==> config.mk <==
export PLATFORM = sky130hd
export DESIGN_NAME = seeg_spi_responder
export DESIGN_NICKNAME = d
export VERILOG_FILES = /design/src/rtl/seeg_pkg.sv /design/src/rtl/spi_edge_sync.sv /design/src/rtl/seeg_spi_responder.sv
export SDC_FILE = /design/constraint.sdc
export NUM_CORES = 2
export LEC_CHECK = 0
export CORE_MARGIN = 2
export CORE_UTILIZATION = 45
export DETAILED_ROUTE_END_ITERATION = 7
export HOLD_SLACK_MARGIN = 0.06
export PLACE_DENSITY = 0.63
export SYNTH_ARGS = -nofsm -noshare
export SYNTH_HDL_FRONTEND = slang
export SYNTH_SLANG_ARGS = --single-unit
==> constraint.sdc <==
create_clock -name clk -period 4 [get_ports clk]
set_input_delay 0.4 -clock clk [delete_from_list [all_inputs] [get_ports clk]]
set_output_delay 0.4 -clock clk [all_outputs]
set_load 0.005 [all_outputs]
==> src/rtl/seeg_pkg.sv <==
// Shared constants and types for the sEEG SPI responder.
// Opcodes, fixed result words and the chip-ID ROM.
package seeg_pkg;

  typedef enum logic [1:0] {
    OP_CONVERT = 2'b00,
    OP_CLEAR   = 2'b01,
    OP_WRITE   = 2'b10,
    OP_READ    = 2'b11
  } op_e;

  typedef enum logic [1:0] {
    ST_IDLE,
    ST_ACTIVE,
    ST_COMMIT
  } state_e;

  localparam logic [31:0] CLEAR_WORD   = 32'h6A00_0000;
  localparam logic [15:0] CHIP_ID      = 16'h0020;
  localparam logic [15:0] WRITE_ACK_HI = 16'hFFFF;
  localparam logic [15:0] CONV_DC_BASE = 16'h0200;
  localparam logic [5:0]  FRAME_BITS   = 6'd32;
  localparam logic [5:0]  BIT_CNT_MAX  = 6'd63;

  localparam logic [7:0]  ROM_ADDR_0 = 8'd251;
  localparam logic [7:0]  ROM_ADDR_1 = 8'd252;
  localparam logic [7:0]  ROM_ADDR_2 = 8'd253;
  localparam logic [7:0]  ROM_ADDR_3 = 8'd254;
  localparam logic [7:0]  ROM_ADDR_4 = 8'd255;
  localparam logic [15:0] ROM_VAL_0  = 16'h0049;
  localparam logic [15:0] ROM_VAL_1  = 16'h004E;
  localparam logic [15:0] ROM_VAL_2  = 16'h0054;
  localparam logic [15:0] ROM_VAL_3  = 16'h0041;

  function automatic logic [15:0] rom_value(
    input logic [7:0] addr
  );
    case (addr)
      ROM_ADDR_0: rom_value = ROM_VAL_0;
      ROM_ADDR_1: rom_value = ROM_VAL_1;
      ROM_ADDR_2: rom_value = ROM_VAL_2;
      ROM_ADDR_3: rom_value = ROM_VAL_3;
      ROM_ADDR_4: rom_value = CHIP_ID;
      default:    rom_value = 16'h0000;
    endcase
  endfunction

endpackage

==> src/rtl/spi_edge_sync.sv <==
// Multi-flop synchronizer with registered edge detect
// for one asynchronous SPI pin.
module spi_edge_sync #(
  parameter int STAGES = 2
) (
  input  logic clk,
  input  logic rstn,
  input  logic din,
  output logic level,
  output logic rise,
  output logic fall
);

  logic [STAGES-1:0] chain;
  logic              prev;

  // Chain resets low so a pin held low through reset
  // never produces a fall; it must first be seen high.
  always_ff @(posedge clk or negedge rstn) begin
    if (!rstn) begin
      chain <= '0;
      prev  <= 1'b0;
    end else begin
      chain[0] <= din;
      for (int i = 1; i < STAGES; i++) begin
        chain[i] <= chain[i-1];
      end
      prev <= chain[STAGES-1];
    end
  end

  assign level = chain[STAGES-1];
  assign rise  = level & ~prev;
  assign fall  = ~level & prev;

endmodule

==> src/rtl/seeg_spi_responder.sv <==
// sEEG headstage SPI responder: 32-bit command frames in,
// results out two frames later, register file and counters.
module seeg_spi_responder
  import seeg_pkg::*;
#(
  parameter int SYNC_STAGES = 2,
  parameter int NUM_REGS    = 32
) (
  input  logic        clk,
  input  logic        rstn,
  input  logic        cs_n,
  input  logic        sclk,
  input  logic        mosi,
  output logic        miso,
  output logic        cmd_valid,
  output logic [31:0] cmd_word,
  output logic        frame_error
);

  localparam int AW =
    (NUM_REGS > 1) ? $clog2(NUM_REGS) : 1;

  logic cs_lvl_unused, cs_rise, cs_fall;
  logic sclk_lvl_unused, sclk_rise, sclk_fall;
  logic mosi_lvl, mosi_rise_unused, mosi_fall_unused;

  spi_edge_sync #(.STAGES(SYNC_STAGES)) u_cs (
    .clk   (clk),
    .rstn  (rstn),
    .din   (cs_n),
    .level (cs_lvl_unused),
    .rise  (cs_rise),
    .fall  (cs_fall)
  );

  spi_edge_sync #(.STAGES(SYNC_STAGES)) u_sclk (
    .clk   (clk),
    .rstn  (rstn),
    .din   (sclk),
    .level (sclk_lvl_unused),
    .rise  (sclk_rise),
    .fall  (sclk_fall)
  );

  spi_edge_sync #(.STAGES(SYNC_STAGES)) u_mosi (
    .clk   (clk),
    .rstn  (rstn),
    .din   (mosi),
    .level (mosi_lvl),
    .rise  (mosi_rise_unused),
    .fall  (mosi_fall_unused)
  );

  state_e      state, state_nxt;
  logic        fall_pend;
  logic [31:0] rx_sh, tx_sh;
  logic [31:0] res_a, res_b;
  logic [5:0]  bit_cnt;
  logic [15:0] regs [NUM_REGS];
  logic [11:0] cnt_ch [16];

  logic          start;
  op_e           op;
  logic [7:0]    addr;
  logic [3:0]    ch;
  logic [15:0]   data;
  logic [AW-1:0] idx;
  logic          addr_ok;
  logic          frame_ok;
  logic [15:0]   rd_val;
  logic [31:0]   result;
  logic          wr_en, conv_en, clr_en;

  assign start    = cs_fall | fall_pend;
  assign op       = op_e'(rx_sh[31:30]);
  assign addr     = rx_sh[23:16];
  assign ch       = rx_sh[19:16];
  assign data     = rx_sh[15:0];
  assign idx      = addr[AW-1:0];
  assign addr_ok  = int'(addr) < NUM_REGS;
  assign frame_ok = (bit_cnt == FRAME_BITS);
  assign rd_val   = addr_ok ? regs[idx] : rom_value(addr);

  always_ff @(posedge clk or negedge rstn) begin
    if (!rstn) state <= ST_IDLE;
    else       state <= state_nxt;
  end

  always_comb begin
    state_nxt = state;
    unique case (state)
      ST_IDLE:   if (start) state_nxt = ST_ACTIVE;
      ST_ACTIVE: if (cs_rise) state_nxt = ST_COMMIT;
      ST_COMMIT: state_nxt = ST_IDLE;
      default:   state_nxt = ST_IDLE;
    endcase
  end

  always_comb begin
    result  = '0;
    wr_en   = 1'b0;
    conv_en = 1'b0;
    clr_en  = 1'b0;
    unique case (op)
      OP_CONVERT: begin
        result  = {ch, cnt_ch[ch],
                   CONV_DC_BASE + {12'd0, ch}};
        conv_en = 1'b1;
      end
      OP_WRITE: begin
        result = {WRITE_ACK_HI, data};
        wr_en  = addr_ok;
      end
      OP_READ:  result = {16'h0000, rd_val};
      OP_CLEAR: clr_en = (rx_sh == CLEAR_WORD);
    endcase
  end

  always_ff @(posedge clk or negedge rstn) begin
    if (!rstn) begin
      miso        <= 1'b0;
      cmd_valid   <= 1'b0;
      cmd_word    <= '0;
      frame_error <= 1'b0;
      fall_pend   <= 1'b0;
      rx_sh       <= '0;
      tx_sh       <= '0;
      res_a       <= '0;
      res_b       <= '0;
      bit_cnt     <= '0;
      for (int i = 0; i < NUM_REGS; i++) regs[i] <= '0;
      for (int i = 0; i < 16; i++) cnt_ch[i] <= '0;
    end else begin
      cmd_valid   <= 1'b0;
      frame_error <= 1'b0;
      unique case (state)
        ST_IDLE: begin
          miso <= 1'b0;
          if (start) begin
            miso      <= res_b[31];
            tx_sh     <= {res_b[30:0], 1'b0};
            rx_sh     <= '0;
            bit_cnt   <= '0;
            fall_pend <= 1'b0;
          end
        end
        ST_ACTIVE: begin
          if (sclk_rise) begin
            rx_sh <= {rx_sh[30:0], mosi_lvl};
            if (bit_cnt != BIT_CNT_MAX)
              bit_cnt <= bit_cnt + 6'd1;
          end
          if (sclk_fall) begin
            miso  <= tx_sh[31];
            tx_sh <= {tx_sh[30:0], 1'b0};
          end
          if (cs_rise) miso <= 1'b0;
        end
        ST_COMMIT: begin
          miso <= 1'b0;
          if (cs_fall) fall_pend <= 1'b1;
          if (frame_ok) begin
            cmd_valid <= 1'b1;
            cmd_word  <= rx_sh;
            res_b     <= res_a;
            res_a     <= result;
            if (wr_en) regs[idx] <= data;
            if (conv_en) cnt_ch[ch] <= cnt_ch[ch] + 12'd1;
            if (clr_en)
              for (int i = 0; i < 16; i++) cnt_ch[i] <= '0;
          end else begin
            frame_error <= 1'b1;
          end
        end
        default: miso <= 1'b0;
      endcase
    end
  end

endmodule
==> results.md <==
* Total CTS buffers at 95
* Share of post-route cells with drive strength above 1 at 30.52%
* Cell Int Power at 0.01416 W
* Vias at 28170
* Final worst-path cycle share at 88.47%
* Placer Congestion at 0.8548
* Top cells by area, synth: dfrtp_1 53%, mux2_2 14%, mux4_2 9.8%, nand2_1 4.8%, o21ai_0 2.0%
* DR WL met2 at 53.32 mm
* Most common cell after layout, fill and taps aside: dfrtp_1
* Port-buffer cells at 39
* TritonCTS Sinks at 883
* Ys Warns at 0
* Post-Route M1 WL at 50.36 mm
* EDFF count, synth at 0
* Largest net degree at the start of global routing at 143
* Die ar. at 95530 um2
* RSZ-0062 raised after global routing: false
* First-pass detailed-route iteration total at 5
* Fillers at 8027
* Final hold vios at 0
* I/O pin cnt at 40
* Initial DRC Count at 2546
* Fin Clk Skew at 0.04487 ns
* Post-DP Area at 43820 um2
* Post-cts sizing count at 0
* Layout area overhead at 12.01%
* First-pass GRT wire length at 178.2 mm
* Net Count, Synth at 3385
* Seq/Total Area, Yosys at 52.76%
* Die W at 309.1 um
* Post-layout nets at 3354
* CTS tree: yes
* Initial Util at 45.55%
* Arr. time, crit path at 4.14 ns
* Hold crit path type: primary input to flop
* Worst-path clk slew at 0.06 ns
* Power share of the sequential group at 48.6%
* Worst slew pin tran at 1.408 ns
* Leak at 21.46 nW
* Final ANT Viol Nets at 0
* Total congestion overflow at 0
* Vias in the first global route at 28560
* Clock latency on the worst-skew pair at 0.69 ns
* Worst setup startpoint: rx_sh[16]
* Tot Pwr at 0.01853 W
* TNS Setup at 0 ns
* Total global-route track usage at 24.33%
* Worst EP required at 4.61 ns
* Final setup viols at 0
* Worst Setup Path Type: flop to flop
* Synth Register Bits at 883
* Clock root buffer: clkbuf_16
* Clock buffer depth at 3
* Crit. End Element: flop
* Uppermost layer routed: met4
* Switch share at 23.58%
* Main synth FF type: dfrtp_1
* # Max-Cap Violations at 0
* R2R setup slack at 0.46 ns
* NetSw at 0.004369 W
* Final slew viol count at 0
* Fin cells at 4658
* Highest-count cells in the layout ignoring fill and taps: 879 x dfrtp_1, 535 x nand2_1, 504 x mux2_2
* Met3 wire len at 7.001 mm
* Core area at 91940 um2
* Initial antenna violation count at 0
* Peak VDD IR at 0.3087 mV
* Avg Inst Size Synth at 12.40 um2
* HP Start: mosi
* Wire per inst at 24.41 um
* Fmax at 0.2826 GHz
* Dpl cells at 4491
* Combinational power share at 4.2%
* DRC viols at 0
* Routed WL at 113.7 mm
* Yosys cell types at 69
* Status: finished, final reports clean
* Fin area at 46910 um2
* Post-Syn Instances at 3377
* Synth top area share at 52.76%
* Cell Area, Synth at 41880 um2
* Post-layout min period at 3.539 ns
* Vias/cell at 6.047
* Largest area contributor in the netlist: dfrtp_1
* HPWL Detailed at 69.70 mm
* Clk pwr share at 47.2%
* Slew margin rel. at 5.349%
* Worst Setup Start Kind: flop
* Setup bufs post-CTS at 0
* Die Ht at 309.1 um
* Row cnt at 111
* Crit-path max FO at 40
* Reg2reg start: rx_sh[16]
* Post-synthesis async set-or-reset flop share at 100.0%
* Pwr Density at 395.0 nW/um2
* Max H-tree Level at 3
## logic make-up after synthesis
kind of cell | share of synthesized area, %
compound gates | 6.561
xor+xnor | 0.1673
fa+ha+maj | 0.08963
buf+inv | 3.979
flops | 52.76
mux | 26.16
simple gates | 10.28
## power groups by stage
| stage | registers [W] | clock network [W] | logic [W] |
|---|---|---|---|
| after detailed placement | 0.00917 | 0 | 0.000791 |
| after global placement | 0.00917 | 0 | 0.000793 |
| after CTS | 0.00901 | 0.00887 | 0.000793 |
| after global routing | 0.00901 | 0.00925 | 0.000870 |
| final | 0.00901 | 0.00874 | 0.000780 |
| after floorplan | 0.00916 | 0 | 0.000412 |
## flip-flops by register name, summed over array words and instances (netlist names), 2 cells and up
| register | flops |
|---|---|
| cnt_ch | 192 |
| u_cs.chain | 2 |
| bit_cnt | 6 |
| cmd_word | 32 |
| u_sclk.chain | 2 |
| res_a | 32 |
| regs | 512 |
| u_mosi.chain | 2 |
| tx_sh | 31 |
| state | 2 |
| res_b | 32 |
| rx_sh | 32 |
## through the flow
stage | utilization (%) | hold WS (ns) | worst slack [ns]
floorplan | - | 0.1044 | 0.4965
global placement | 47.66 | 0.3353 | 0.5779
detailed placement | 47.66 | 0.3363 | 0.5924
CTS | 51.02 | 0.1229 | 0.5760
global route | 51.02 | 0.1415 | 0.3629
finish | 51.02 | 0.1578 | 0.4613
## layout make-up
type	instances	area, um2	area share (%)
Sequential cell	883	22110	47.12
Multi-Input combinational cell	2151	18230	38.86
Clock buffer	138	2730	5.820
Timing Repair Buffer	203	1892	4.033
Tap cell	1243	1555	3.315
Clock inverter	27	347.8	0.7415
Inverter	12	47.55	0.1014
Antenna cell	1	2.502	0.005334
## cells in the mapped netlist (16+ instances only)
cell type / number
a22o_1: 19
mux2_2: 504
mux4_2: 183
o31ai_1: 20
buf_2: 55
nand4_1: 106
a32oi_1: 48
clkbuf_1: 204
o211ai_1: 97
dfrtp_1: 883
nor3_1: 38
nand2_1: 535
buf_1: 18
nor2_1: 124
mux4_1: 16
o21ai_0: 165
buf_6: 18
a21oi_1: 17
buf_4: 28
mux2i_1: 50
nand3_1: 97
## per-layer routing
layer  up-vias  global-route usage, %
li1      12290                      -
met1     14720                  34.82
met2       948                  38.40
met3       202                  3.672
met4         0                  7.632
met5         -                      0
## final timing paths
path,depth (start not counted),endpoint
min in group asynchronous,2,tx_sh[26]
hold reg to reg,0,u_cs.chain[1]
max in group asynchronous,4,regs[222]
setup / recovery,9,cnt_ch[189]
hold / removal,1,u_mosi.chain[0]
setup reg to reg,9,cnt_ch[189]
## what timing repair did
item,in CTS,in global routing
hold endpoints to repair,41,0
endpoints found under the setup margin,0,0
hold buffers,1,0
## worst max-delay path, stage by stage (launching register included)
cell	delay, ns
dfrtp_4	0.61
buf_12	0.22
buf_4	0.21
mux4_2	0.36
nand2_1	0.08
and4_1	0.23
nor4_2	1.06
buf_12	0.32
nand4_1	0.13
nand3_1	0.16
Note: power is estimated with default switching activity, not from simulation.
